File: config.mk
export PLATFORM = sky130hd
export DESIGN_NAME = hci_prio_stall_arbiter_flat
export DESIGN_NICKNAME = d
export VERILOG_FILES = /design/src/rtl/hci_prio_stall_arbiter_if.sv /design/src/rtl/hci_prio_stall_arbiter.sv /design/src/flat_wrapper.sv
export SDC_FILE = /design/constraint.sdc
export NUM_CORES = 1
export LEC_CHECK = 0
export ABC_AREA = 1
export CAP_MARGIN = 25
export CORE_AREA = 2 2 126 128
export CTS_CLUSTER_DIAMETER = 200
export DETAILED_ROUTE_END_ITERATION = 7
export DIE_AREA = 0 0 128 130
export PLACE_DENSITY = 0.78
export SLEW_MARGIN = 20
export SYNTH_ARGS = -nofsm -noshare
export SYNTH_HDL_FRONTEND = slang
export SYNTH_SLANG_ARGS = --single-unit
File: constraint.sdc
create_clock -name clk_i -period 1.8 [get_ports clk_i]
set_input_delay 0.18 -clock clk_i [delete_from_list [all_inputs] [get_ports clk_i]]
set_output_delay 0.18 -clock clk_i [all_outputs]
set_load 0.005 [all_outputs]
File: src/rtl/hci_prio_stall_arbiter_if.sv
// ---------------------------------------------------------------------------
// hci_prio_stall_arbiter_if
//   One HCI/TCDM-style channel: request/grant handshake with an address,
//   write-enable, write data and byte-enable payload, plus the in-order
//   response path (r_valid / r_data).
//
//   master modport : the initiator (drives req + payload, sees gnt + response)
//   slave  modport : the target    (sees req + payload, drives gnt + response)
//
//   Signals: req, gnt, add[AW], wen (1=read, 0=write), data[DW], be[DW/BW],
//            r_data[DW], r_valid
// ---------------------------------------------------------------------------
interface hci_prio_stall_arbiter_if #(
  parameter int DW = 32,
  parameter int AW = 32,
  parameter int BW = 8
);
  logic             req;
  logic             gnt;
  logic [AW-1:0]    add;
  logic             wen;
  logic [DW-1:0]    data;
  logic [DW/BW-1:0] be;
  logic [DW-1:0]    r_data;
  logic             r_valid;

  modport master (
    output req, add, wen, data, be,
    input  gnt, r_data, r_valid
  );

  modport slave (
    input  req, add, wen, data, be,
    output gnt, r_data, r_valid
  );
endinterface

File: src/rtl/hci_prio_stall_arbiter.sv
// ---------------------------------------------------------------------------
// hci_prio_stall_arbiter
//   Shares one HCI memory port between a high-priority master (hi) and a
//   low-priority master (lo). Arbitration is fixed-priority with an
//   anti-starvation stall limit, or round-robin, chosen at runtime by ctrl_i.
//   An in-order owner FIFO remembers who was granted so that each memory
//   response is routed back to the master that issued it.
//
// Ports:
//   clk_i   : clock
//   rst_ni  : asynchronous active-low reset
//   ctrl_i  : {arb_policy[1:0], invert_prio, low_prio_max_stall[7:0]}
//             arb_policy 1 = round-robin, anything else = fixed priority
//   hi, lo  : requesting channels (slave side of the interface)
//   mem     : shared memory channel (master side of the interface)
//   err_o   : sticky, a response arrived while nothing was outstanding
// ---------------------------------------------------------------------------
module hci_prio_stall_arbiter #(
  parameter int DW              = 32,
  parameter int AW              = 32,
  parameter int BW              = 8,
  parameter int MAX_OUTSTANDING = 2
) (
  input  logic                            clk_i,
  input  logic                            rst_ni,
  input  logic [10:0]                     ctrl_i,
  hci_prio_stall_arbiter_if.slave         hi,
  hci_prio_stall_arbiter_if.slave         lo,
  hci_prio_stall_arbiter_if.master        mem,
  output logic                            err_o
);

  typedef struct packed {
    logic [1:0] arb_policy;
    logic       invert_prio;
    logic [7:0] low_prio_max_stall;
  } ctrl_t;

  typedef enum logic {
    OWNER_HI = 1'b0,
    OWNER_LO = 1'b1
  } owner_e;

  localparam int CNT_W = $clog2(MAX_OUTSTANDING + 1);
  localparam int PTR_W = (MAX_OUTSTANDING > 1) ? $clog2(MAX_OUTSTANDING) : 1;

  ctrl_t ctrl;
  assign ctrl = ctrl_t'(ctrl_i);

  // Registered state
  logic [1:0]       policy_q;
  logic             invert_q;
  logic [7:0]       stall_cnt;
  logic             rr_next_lo;     // 0: hi is next in round-robin, 1: lo
  owner_e           fifo_mem [MAX_OUTSTANDING];
  logic [PTR_W-1:0] wr_ptr;
  logic [PTR_W-1:0] rd_ptr;
  logic [CNT_W-1:0] fifo_cnt;
  logic [DW-1:0]    hi_r_data_q;
  logic [DW-1:0]    lo_r_data_q;

  // Combinational decisions
  logic             fifo_full;
  logic             fifo_empty;
  logic             force_s;
  logic             p_is_lo;
  logic             win_lo;
  logic             handshake;
  logic             push;
  logic             pop;
  owner_e           head;
  logic             s_req;
  logic             p_gnt;
  logic             s_gnt;
  logic             cfg_change;
  logic [AW-1:0]    sel_add;
  logic [DW-1:0]    sel_data;
  logic [DW/BW-1:0] sel_be;
  logic             sel_wen;

  function automatic logic [PTR_W-1:0] next_ptr(input logic [PTR_W-1:0] ptr);
    return (ptr == PTR_W'(MAX_OUTSTANDING - 1)) ? '0 : ptr + 1'b1;
  endfunction

  assign fifo_full  = (fifo_cnt == CNT_W'(MAX_OUTSTANDING));
  assign fifo_empty = (fifo_cnt == '0);

  // Primary side is lo when priority is inverted; S is always the other one.
  assign p_is_lo = ctrl.invert_prio;

  // A zero limit disables forcing; otherwise S is forced once it has been
  // passed over exactly low_prio_max_stall times.
  assign force_s = (ctrl.low_prio_max_stall != 8'd0) &&
                   (stall_cnt == ctrl.low_prio_max_stall);

  // NOTE: every signal assigned in an always_comb gets a default first, so no
  // path through the block can leave it unassigned and infer a latch.
  always_comb begin
    win_lo = 1'b0;
    if (hi.req && lo.req) begin
      if (ctrl.arb_policy == 2'd1) win_lo = rr_next_lo;
      else                         win_lo = force_s ? !p_is_lo : p_is_lo;
    end else begin
      win_lo = lo.req;
    end
  end

  // Request path is purely combinational: zero added latency.
  assign mem.req  = (hi.req | lo.req) & !fifo_full;
  assign sel_add  = win_lo ? lo.add  : hi.add;
  assign sel_wen  = win_lo ? lo.wen  : hi.wen;
  assign sel_data = win_lo ? lo.data : hi.data;
  assign sel_be   = win_lo ? lo.be   : hi.be;
  assign mem.add  = sel_add;
  assign mem.wen  = sel_wen;
  assign mem.data = sel_data;
  assign mem.be   = sel_be;

  assign handshake = mem.req & mem.gnt;
  assign hi.gnt    = handshake & !win_lo;
  assign lo.gnt    = handshake &  win_lo;

  assign s_req = p_is_lo ? hi.req : lo.req;
  assign p_gnt = p_is_lo ? lo.gnt : hi.gnt;
  assign s_gnt = p_is_lo ? hi.gnt : lo.gnt;

  assign cfg_change = (ctrl.arb_policy != policy_q) | (ctrl.invert_prio != invert_q);

  // A full FIFO already gates mem.req, so push never overflows; a pop in the
  // same cycle does not reopen the slot early.
  assign push = handshake;
  assign pop  = mem.r_valid & !fifo_empty;
  assign head = fifo_mem[rd_ptr];

  // Response routing from the FIFO head; the non-owner holds its last data.
  assign hi.r_valid = pop & (head == OWNER_HI);
  assign lo.r_valid = pop & (head == OWNER_LO);
  assign hi.r_data  = hi.r_valid ? mem.r_data : hi_r_data_q;
  assign lo.r_data  = lo.r_valid ? mem.r_data : lo_r_data_q;

  // NOTE: sequential state uses non-blocking assignments so every register
  // samples pre-edge values regardless of statement order.
  always_ff @(posedge clk_i or negedge rst_ni) begin
    if (!rst_ni) begin
      policy_q    <= '0;
      invert_q    <= 1'b0;
      stall_cnt   <= '0;
      rr_next_lo  <= 1'b0;
      wr_ptr      <= '0;
      rd_ptr      <= '0;
      fifo_cnt    <= '0;
      hi_r_data_q <= '0;
      lo_r_data_q <= '0;
      err_o       <= 1'b0;
    end else begin
      policy_q <= ctrl.arb_policy;
      invert_q <= ctrl.invert_prio;

      if (cfg_change || s_gnt)                        stall_cnt <= '0;
      else if (s_req && p_gnt && stall_cnt != 8'hFF)  stall_cnt <= stall_cnt + 8'd1;

      if (handshake) rr_next_lo <= !win_lo;

      if (push) wr_ptr <= next_ptr(wr_ptr);
      if (pop)  rd_ptr <= next_ptr(rd_ptr);
      case ({push, pop})
        2'b10:   fifo_cnt <= fifo_cnt + 1'b1;
        2'b01:   fifo_cnt <= fifo_cnt - 1'b1;
        default: fifo_cnt <= fifo_cnt;
      endcase

      if (hi.r_valid) hi_r_data_q <= mem.r_data;
      if (lo.r_valid) lo_r_data_q <= mem.r_data;

      if (mem.r_valid && fifo_empty) err_o <= 1'b1;
    end
  end

  // NOTE: the owner storage has no reset; fifo_cnt and the pointers are
  // reset, so an entry is never read before it has been written.
  always_ff @(posedge clk_i) begin
    if (push) fifo_mem[wr_ptr] <= win_lo ? OWNER_LO : OWNER_HI;
  end

endmodule

File: src/flat_wrapper.sv
// flat-port wrapper written by rule: the top's interface ports become plain ports
module hci_prio_stall_arbiter_flat 
#(
  parameter int DW              = 32,
  parameter int AW              = 32,
  parameter int BW              = 8,
  parameter int MAX_OUTSTANDING = 2
)
  (clk_i, rst_ni, ctrl_i, err_o, hi_req, hi_add, hi_wen, hi_data, hi_be, hi_gnt, hi_r_data, hi_r_valid, lo_req, lo_add, lo_wen, lo_data, lo_be, lo_gnt, lo_r_data, lo_r_valid, mem_req, mem_add, mem_wen, mem_data, mem_be, mem_gnt, mem_r_data, mem_r_valid);
  hci_prio_stall_arbiter_if #(.DW(DW), .AW(AW), .BW(BW)) hi_i ();
  hci_prio_stall_arbiter_if #(.DW(DW), .AW(AW), .BW(BW)) lo_i ();
  hci_prio_stall_arbiter_if #(.DW(DW), .AW(AW), .BW(BW)) mem_i ();
  input  logic clk_i;
  input  logic rst_ni;
  input  logic [10:0] ctrl_i;
  output logic err_o;
  input wire logic [$bits(hi_i.req)-1:0] hi_req;
  input wire logic [$bits(hi_i.add)-1:0] hi_add;
  input wire logic [$bits(hi_i.wen)-1:0] hi_wen;
  input wire logic [$bits(hi_i.data)-1:0] hi_data;
  input wire logic [$bits(hi_i.be)-1:0] hi_be;
  output wire logic [$bits(hi_i.gnt)-1:0] hi_gnt;
  output wire logic [$bits(hi_i.r_data)-1:0] hi_r_data;
  output wire logic [$bits(hi_i.r_valid)-1:0] hi_r_valid;
  input wire logic [$bits(lo_i.req)-1:0] lo_req;
  input wire logic [$bits(lo_i.add)-1:0] lo_add;
  input wire logic [$bits(lo_i.wen)-1:0] lo_wen;
  input wire logic [$bits(lo_i.data)-1:0] lo_data;
  input wire logic [$bits(lo_i.be)-1:0] lo_be;
  output wire logic [$bits(lo_i.gnt)-1:0] lo_gnt;
  output wire logic [$bits(lo_i.r_data)-1:0] lo_r_data;
  output wire logic [$bits(lo_i.r_valid)-1:0] lo_r_valid;
  output wire logic [$bits(mem_i.req)-1:0] mem_req;
  output wire logic [$bits(mem_i.add)-1:0] mem_add;
  output wire logic [$bits(mem_i.wen)-1:0] mem_wen;
  output wire logic [$bits(mem_i.data)-1:0] mem_data;
  output wire logic [$bits(mem_i.be)-1:0] mem_be;
  input wire logic [$bits(mem_i.gnt)-1:0] mem_gnt;
  input wire logic [$bits(mem_i.r_data)-1:0] mem_r_data;
  input wire logic [$bits(mem_i.r_valid)-1:0] mem_r_valid;
  assign hi_i.req = hi_req;
  assign hi_i.add = hi_add;
  assign hi_i.wen = hi_wen;
  assign hi_i.data = hi_data;
  assign hi_i.be = hi_be;
  assign hi_gnt = hi_i.gnt;
  assign hi_r_data = hi_i.r_data;
  assign hi_r_valid = hi_i.r_valid;
  assign lo_i.req = lo_req;
  assign lo_i.add = lo_add;
  assign lo_i.wen = lo_wen;
  assign lo_i.data = lo_data;
  assign lo_i.be = lo_be;
  assign lo_gnt = lo_i.gnt;
  assign lo_r_data = lo_i.r_data;
  assign lo_r_valid = lo_i.r_valid;
  assign mem_req = mem_i.req;
  assign mem_add = mem_i.add;
  assign mem_wen = mem_i.wen;
  assign mem_data = mem_i.data;
  assign mem_be = mem_i.be;
  assign mem_i.gnt = mem_gnt;
  assign mem_i.r_data = mem_r_data;
  assign mem_i.r_valid = mem_r_valid;
  hci_prio_stall_arbiter #(.DW(DW), .AW(AW), .BW(BW), .MAX_OUTSTANDING(MAX_OUTSTANDING)) u_core (.clk_i(clk_i), .rst_ni(rst_ni), .ctrl_i(ctrl_i), .hi(hi_i), .lo(lo_i), .mem(mem_i), .err_o(err_o));
endmodule
==> metrics.yaml, run 1 <==
outcome:
  status: "complete, but fails checks"
  failed_checks: "setup timing"
synth:
  synth.most_common_cell: "nand2_1"
  syn_nets: 811
  yosysSeqAreaShare_pct: 47.37
  yosysTopAreaCell: "dfrtp_1"
  ys_warn_count: 0
  synth_edf_count: 2
  syn-cell-area_um2: 4405
  async_reset_ff_share_pct: 97.59
  synth_top_area_share_pct: 46.01
  synth_ff_type: "dfrtp_1"
  yosys-top-cells-count: "nand2_1, dfrtp_1, o21ai_0"
  synthCells: 622
  synth_area_leaders: "dfrtp_1, nand2_1, o21ai_0"
  ys_ff_latch: 83
  synth.distinct_cells: 26
  syn_avg_cell_area_um2: 7.083
place:
  io_buffers: 325
  hpwl_mm: 14.86
  place.gp.congestion: 0.9099
  dpl_cell_area_um2: 8538
clocking:
  root_buffer: "clkbuf_16"
  htree_levels: 3
  cts_tree: "yes"
  worstSkewPairLatency_ns: 0.34
  cts_max_path_buffers: 2
  cts_sinks: 83
  clkTransAtPathRegs_ns: 0.07
  cts_buffers: 9
final_layout:
  ff_latch_area_um2: 2087
  drive_gt1_share_pct: 54.58
  n_fill_cell: 1008
  area_growth_pct: 160.3
  design_area_um2: 11470
  antenna_cells: 0
  multiInputGateArea_um2: 3500
  post-route-util_pct: 74.33
  finalNetCount: 1309
global_routing:
  antenna_found_initial: 1
  track_usage_pct: 25.90
  grt_start_max_net_pins: 44
  grt_pass1_wl_mm: 32.78
  overflow: 0
  grt_pass1_vias: 6156
power:
  power_switching_mw: 5.428
  power.internal_mw: 9.123
  power.share.sequential_pct: 22.1
  clock_power_share_pct: 15.3
  combPwrFrac_pct: 62.6
  p_per_area_nw_per_um2: 1269
  p_sw_share_pct: 37.30
  leakagePower_nw: 5.794
  vdd_drop_max_v: 0.0006223
critical_path:
  cp-end-kind: "output pin"
  startpoint_type: "flip-flop"
  rr_endpoint: "u_core.stall_cnt[7]"
  cp_max_fo: 6
  critPathRequiredTime_ns: 1.62
  reg2reg_depth: 16
  rr_startpoint: "u_core.stall_cnt[3]"
  arrival_ns: 2.28
  critical_path_class: "flip-flop to output pin"
  rrSetupSlack_ns: -0.46
die:
  die_h_um: 130
  core_area_um2: 15420
  die_area_um2: 16640
  row_count: 46
  start_util_pct: 28.56
  io_pins: 326
  die_x_um: 128
sta:
  hold_viol_final: 0
  slew_headroom_pct: 63.74
  postLayoutSetupSlackWorst_ns: -0.6598
  fin_skew_ns: 0.01209
  slew_viol_final: 0
  fmax_mhz: 406.5
  finalSetupViolCount: 155
  rsz0062_at_grt: "yes"
  period_share_pct: 136.7
  worstMarginPinSlew_ns: 0.5439
  period_minus_slack_ns: 2.460
drt:
  drtIter0Drc: 283
  ant_nets: 0
  drt-pass1-iter-count: 5
  drc: 0
  avgRoutedWirePerCell_um: 19.58
  via_count: 6299
  via_per_inst: 4.783
  routed_wl_mm: 25.79
min_path:
  hp-class: "input port to async pin"
flow_run:
  timing.max_cap.violations: 0
==> final cells by class <==
type / count / area share (%)
clock inverter: 5 / 0.9275
tap: 192 / 2.095
clock buffer: 11 / 2.204
timing repair inverter: 1 / 0.09821
multi-input combinational: 447 / 30.52
timing repair buffer: 514 / 43.57
sequential: 83 / 18.20
inverter: 64 / 2.379
==> critical path: stages (launching register included) <==
cell      delay [ns]
dfrtp_1         0.42
xnor2_1         0.16
nand2_1         0.08
nor2_2          0.15
nand4_1         0.12
nand3_2         0.12
nand2_4         0.08
nand2_8         0.11
clkinv_8        0.08
buf_12          0.14
buf_12          0.13
buf_8           0.13
nand2_4         0.06
nand2_4         0.05
buf_6           0.11
==> layout by cell type (no fill, tap or decap), types with 3 or more instances in the layout <==
master	count
a21oi_2	3
buf_12	15
buf_16	10
buf_2	97
buf_4	100
buf_6	71
buf_8	20
bufinv_16	3
clkbuf_16	15
clkbuf_2	5
clkdlybuf4s50_1	186
dfrtp_1	81
dlymetal6s2s_1	3
inv_1	56
inv_2	5
nand2_1	134
nand2_2	93
nand2_4	84
nand3_1	15
nand3_2	6
nor2_1	8
nor2_4	5
nor3_1	3
o21ai_2	22
o21ai_4	44
xnor2_1	5
xor2_1	10
==> power by group through the flow <==
stage	clock (mW)	sequential [mW]	combinational, mW
after floorplan	0	2.82	1.59
after global placement	0	2.82	5.37
after detailed placement	0	2.87	5.45
after CTS	2.24	2.90	6.73
after global routing	2.35	3.25	9.55
final	2.23	3.22	9.10
==> cells by family (layout without fill, tap and decap cells) <==
kind of cell / Yosys count / count (layout) / share of synthesized area (%)
AOI/OAI and AO/OA: 74 / 74 / 8.662
adders and majority gates: 2 / 2 / 0.5679
buffers and inverters: 92 / 595 / 8.264
DFF: 83 / 83 / 47.37
and+or+nand+nor: 355 / 355 / 31.95
xor gates and xnor gates: 16 / 16 / 3.181
==> layer usage <==
layer  vias up  part of all wire [%]  wire (um)  track usage [%]
met4         2                   5.8       1485            12.09
met5         -                 0.027          7                0
met3        95                   6.2       1609            4.961
li1       2909                     -          -                -
met2       312                    54      13860            48.73
met1      2981                    34       8827            28.12
==> how the worst max path moves through the flow <==
stage / start / endpoint / slack [ns] / cells past startpoint
floorplan: u_core.stall_cnt[3] / mem_add[21] / 0.05 / 11
CTS: u_core.stall_cnt[0] / mem_add[12] / -0.64 / 14
global route: u_core.stall_cnt[3] / mem_data[6] / -0.77 / 14
detailed placement: ctrl_i[0] / mem_add[12] / -0.94 / 13
finish: u_core.stall_cnt[3] / mem_data[13] / -0.66 / 14
global placement: ctrl_i[0] / mem_add[12] / -0.91 / 13
==> repair_timing <==
action                                 in CTS  in global routing
pin swaps                                  49                 44
buffers inserted                           44                 56
resized for setup                         853                306
hold buffers                                1                  0
cloned                                     14                  8
endpoints found under the hold margin      38                  0
setup endpoints to repair                 148                156
==> sequential cells by signal (all words and copies together), names as in the netlist <==
name	count
u_core.rr_next_lo	1
u_core.invert_q	1
u_core.wr_ptr	1
u_core.rd_ptr	1
u_core.err_o	1
u_core.fifo_mem	2
u_core.stall_cnt	8
u_core.hi_r_data_q	32
u_core.lo_r_data_q	32
u_core.fifo_cnt	2
u_core.policy_q	2
==> per-stage QoR <==
| stage | setup WS [ns] | power, mW | setup TNS (ns) | cells | hold WS [ns] |
|---|---|---|---|---|---|
| floorplan | 0.04628 | 4.406 | 0 | 622 | -0.1156 |
| global placement | -0.9132 | 8.189 | -97.54 | 1200 | 0.1879 |
| detailed placement | -0.9431 | 8.321 | -101.44 | 1200 | 0.1886 |
| CTS | -0.6440 | 11.88 | -61.54 | 1271 | 0.3727 |
| global route | -0.7734 | 15.15 | -76.73 | 1317 | 0.4078 |
| finish | -0.6598 | 14.55 | -61.43 | 1317 | 0.3657 |
Note: power is estimated with default switching activity, not from simulation.
==> run 2: changes to the inputs <==
- REMOVE_ABC_BUFFERS: default -> 1
- SKIP_CTS_REPAIR_TIMING: default -> 1
==> run 2 against run 1 <==
Against the previous run:
- the run still ends with setup timing left
- worst hold slack worse by 0.085 ns
- sequential power down 8.4%
- cell area down 12%
- register-to-register slack better by 0.08 ns
- first-iteration DRC count down 2.8%
- critical path depth up 2
- largest cell class unchanged
==> metrics.yaml, run 2 (synthesis gave the netlist of run 1 again) <==
place:
  place.gp.congestion: 0.8119  # was 0.9099
  io_buffers: 325  # unchanged
  place_inst: 1182  # was 1,200
  preCtsSetupSlack_ns: -0.9063  # was -0.9431 ns
  hpwl_mm: 12.70  # was 14.86 mm
global_routing:
  gr-max-usage-layer: "met2"  # unchanged
  grt_util_met1_pct: 22.73  # was 28.12%
  track_usage_pct: 18.54  # was 25.90%
  grt_pass1_vias: 4932  # was 6,156
  met3_usage_pct: 4.469  # was 4.961%
  use_met2_pct: 32.27  # was 48.73%
  grt_start_max_net_pins: 49  # was 44
  antenna_found_initial: 0  # was 1
  overflow: 0  # unchanged
  grt_pass1_wl_mm: 24.27  # was 32.78 mm
clocking:
  cts_max_path_buffers: 2  # unchanged
  htree_levels: 3  # unchanged
  root_buffer: "clkbuf_16"  # unchanged
  worstSkewPairLatency_ns: 0.34  # about the same
  cts_buffers: 9  # unchanged
  cts_sinks: 83  # unchanged
  clkTransAtPathRegs_ns: 0.07  # about the same
  cts_tree: "yes"  # unchanged
critical_path:
  cp.depth: 16  # was 14
  rrSetupSlack_ns: -0.38  # was -0.46 ns
  cp_slowest_cell: "dfrtp_1"  # unchanged
  reg2reg_depth: 19  # was 16
  crit_top_cell: "nand2_1"  # was nand2_4
  worst-path-buf-inv: 5  # unchanged
  startpoint: "u_core.stall_cnt[7]"  # was u_core.stall_cnt[3]
  path_delay_family: "simple AND/OR/NAND/NOR gates"  # unchanged
  rr_startpoint: "u_core.stall_cnt[7]"  # was u_core.stall_cnt[3]
  crit_end: "mem_data[29]"  # was mem_data[13]
  rr_endpoint: "u_core.stall_cnt[7]"  # unchanged
  cp_max_fo: 7  # was 6
  crit_chain: "inv_1, nand2_1, nand2_1, nand2_1, nor2_2, nand3_1, nand2_1, nand3_2, nand2_4, nand2_8, buf_6, clkbuf_16, buf_8, nand2_2, nand2_2, buf_6"  # was xnor2_1, nand2_1, nor2_2, nand4_1, nand3_2, nand2_4, nand2_8, clkinv_8, buf_12, buf_12, buf_8, nand2_4, nand2_4, buf_6
  cp_slowest_stage_delay_ns: 0.39  # was 0.42 ns
  arrival_ns: 2.32  # was 2.28 ns
  startpoint_type: "flip-flop"  # unchanged
  cp-end-kind: "output pin"  # unchanged
  critical_path_class: "flip-flop to output pin"  # unchanged
  critPathRequiredTime_ns: 1.62  # about the same
die:
  start_util_pct: 28.56  # unchanged
  io_pins: 326  # unchanged
  core_area_um2: 15420  # unchanged
  row_count: 46  # unchanged
  die_x_um: 128  # unchanged
  die_area_um2: 16640  # unchanged
  die_h_um: 130  # unchanged
sta:
  fmax_mhz: 400.4  # was 406.5 MHz
  postLayoutSetupSlackWorst_ns: -0.6973  # was -0.6598 ns
  slew_viol_final: 0  # unchanged
  period_minus_slack_ns: 2.497  # was 2.460 ns
  rsz0062_at_grt: "yes"  # unchanged
  slew_headroom_pct: 78.23  # was 63.74%
  fin_skew_ns: 0.01001  # was 0.01209 ns
  worstMarginPinSlew_ns: 0.3241  # was 0.5439 ns
  hold_viol_final: 0  # unchanged
  period_share_pct: 138.7  # was 136.7%
  finalSetupViolCount: 134  # was 155
final_layout:
  fin_cells: 1262  # was 1,317
  final_common_cell: "nand2_1"  # was clkdlybuf4s50_1
  drive_gt1_share_pct: 42.06  # was 54.58%
  final_cell_mix: "nand2_1, clkdlybuf4s50_1, nand2_2"  # was clkdlybuf4s50_1, nand2_1, buf_4
  area_growth_pct: 128.7  # was 160.3%
  finalNetCount: 1254  # was 1,309
  antenna_cells: 0  # unchanged
  largestRegisters: "u_core.hi_r_data_q: 32 flops, u_core.lo_r_data_q: 32 flops, u_core.stall_cnt: 8 flops"  # unchanged
  n_fill_cell: 1160  # was 1,008
drt:
  routed_wl_mm: 20.28  # was 25.79 mm
  drtIter0Drc: 275  # was 283
  ant_nets: 0  # unchanged
  avgRoutedWirePerCell_um: 16.07  # was 19.58 um
  drc: 0  # unchanged
  via_count: 5784  # was 6,299
  drt-pass1-iter-count: 4  # was 5
  via_per_inst: 4.583  # was 4.783
power:
  leakagePower_nw: 5.415  # was 5.794 nW
  p_per_area_nw_per_um2: 1112  # was 1269 nW/um^2
  vdd_drop_max_v: 0.0005973  # was 0.0006223 V
flow_run:
  timing.max_cap.violations: 0  # unchanged
min_path:
  hp-class: "input port to async pin"  # unchanged
outcome:
  failed_checks: "setup timing"  # unchanged
  status: "complete, but fails checks"  # unchanged
run 2: cell types whose count changed in the layout (fill, tap and decap cells not counted), moves of 5 or more:
cell	previous run	this run
buf_16	10	0
buf_2	97	45
buf_4	100	79
buf_6	71	41
buf_8	20	3
clkbuf_2	5	46
dlymetal6s2s_1	3	36
nand2_1	134	213
nand2_2	93	82
nand2_4	84	16
nand3_2	6	11
o21ai_2	22	42
o21ai_4	44	23
run 2: power breakdown:
part	leakage, nW	switching, mW	internal [mW]
combinational	4.25	2.99	3.50
clock	0.139	0.786	0.984
sequential	1.03	0.326	2.63
total	5.41	4.10	7.11
run 2: how the worst min path moves through the flow:
stage / start / to / slack, ns / cells after the start
floorplan: rst_ni / u_core.err_o / -0.12 / 0
finish: rst_ni / u_core.lo_r_data_q[22] / 0.28 / 2
global placement: rst_ni / u_core.lo_r_data_q[17] / 0.09 / 1
detailed placement: rst_ni / u_core.hi_r_data_q[22] / 0.1 / 1
CTS: rst_ni / u_core.lo_r_data_q[22] / -0.28 / 1
global route: rst_ni / u_core.lo_r_data_q[22] / 0.30 / 2
run 2: layer usage:
metal	up-vias	routed length [um]
met2	204	10880
met3	43	1028
met5	-	0
met4	0	522
li1	2806	-
met1	2731	7849
run 2: cell type report:
type                    count  area (um^2)  area share [%]
well taps                 192        240.2           2.384
inverters                  64        262.8           2.608
flip-flops and latches     83         2087           20.71
multi-input cells         447         2811           27.90
clock buffers              10        239.0           2.372
repair buffers            460         4388           43.55
clock inverters             6        47.55          0.4719
run 2: per-stage QoR:
stage | power [mW] | hold WS, ns | instance area, um^2 | utilization, % | TNS [ns]
after floorplan | 4.331 | -0.1156 | 4282 | - | -40.90
after global placement | 7.962 | 0.09102 | 8406 | 54.49 | -94.49
after detailed placement | 8.064 | 0.09816 | 8406 | 54.49 | -98.41
after CTS | 9.913 | -0.2782 | 8692 | 56.35 | -116.05
after global routing | 11.85 | 0.3047 | 10080 | 65.32 | -75.14
final | 11.21 | 0.2807 | 10080 | 65.32 | -57.38
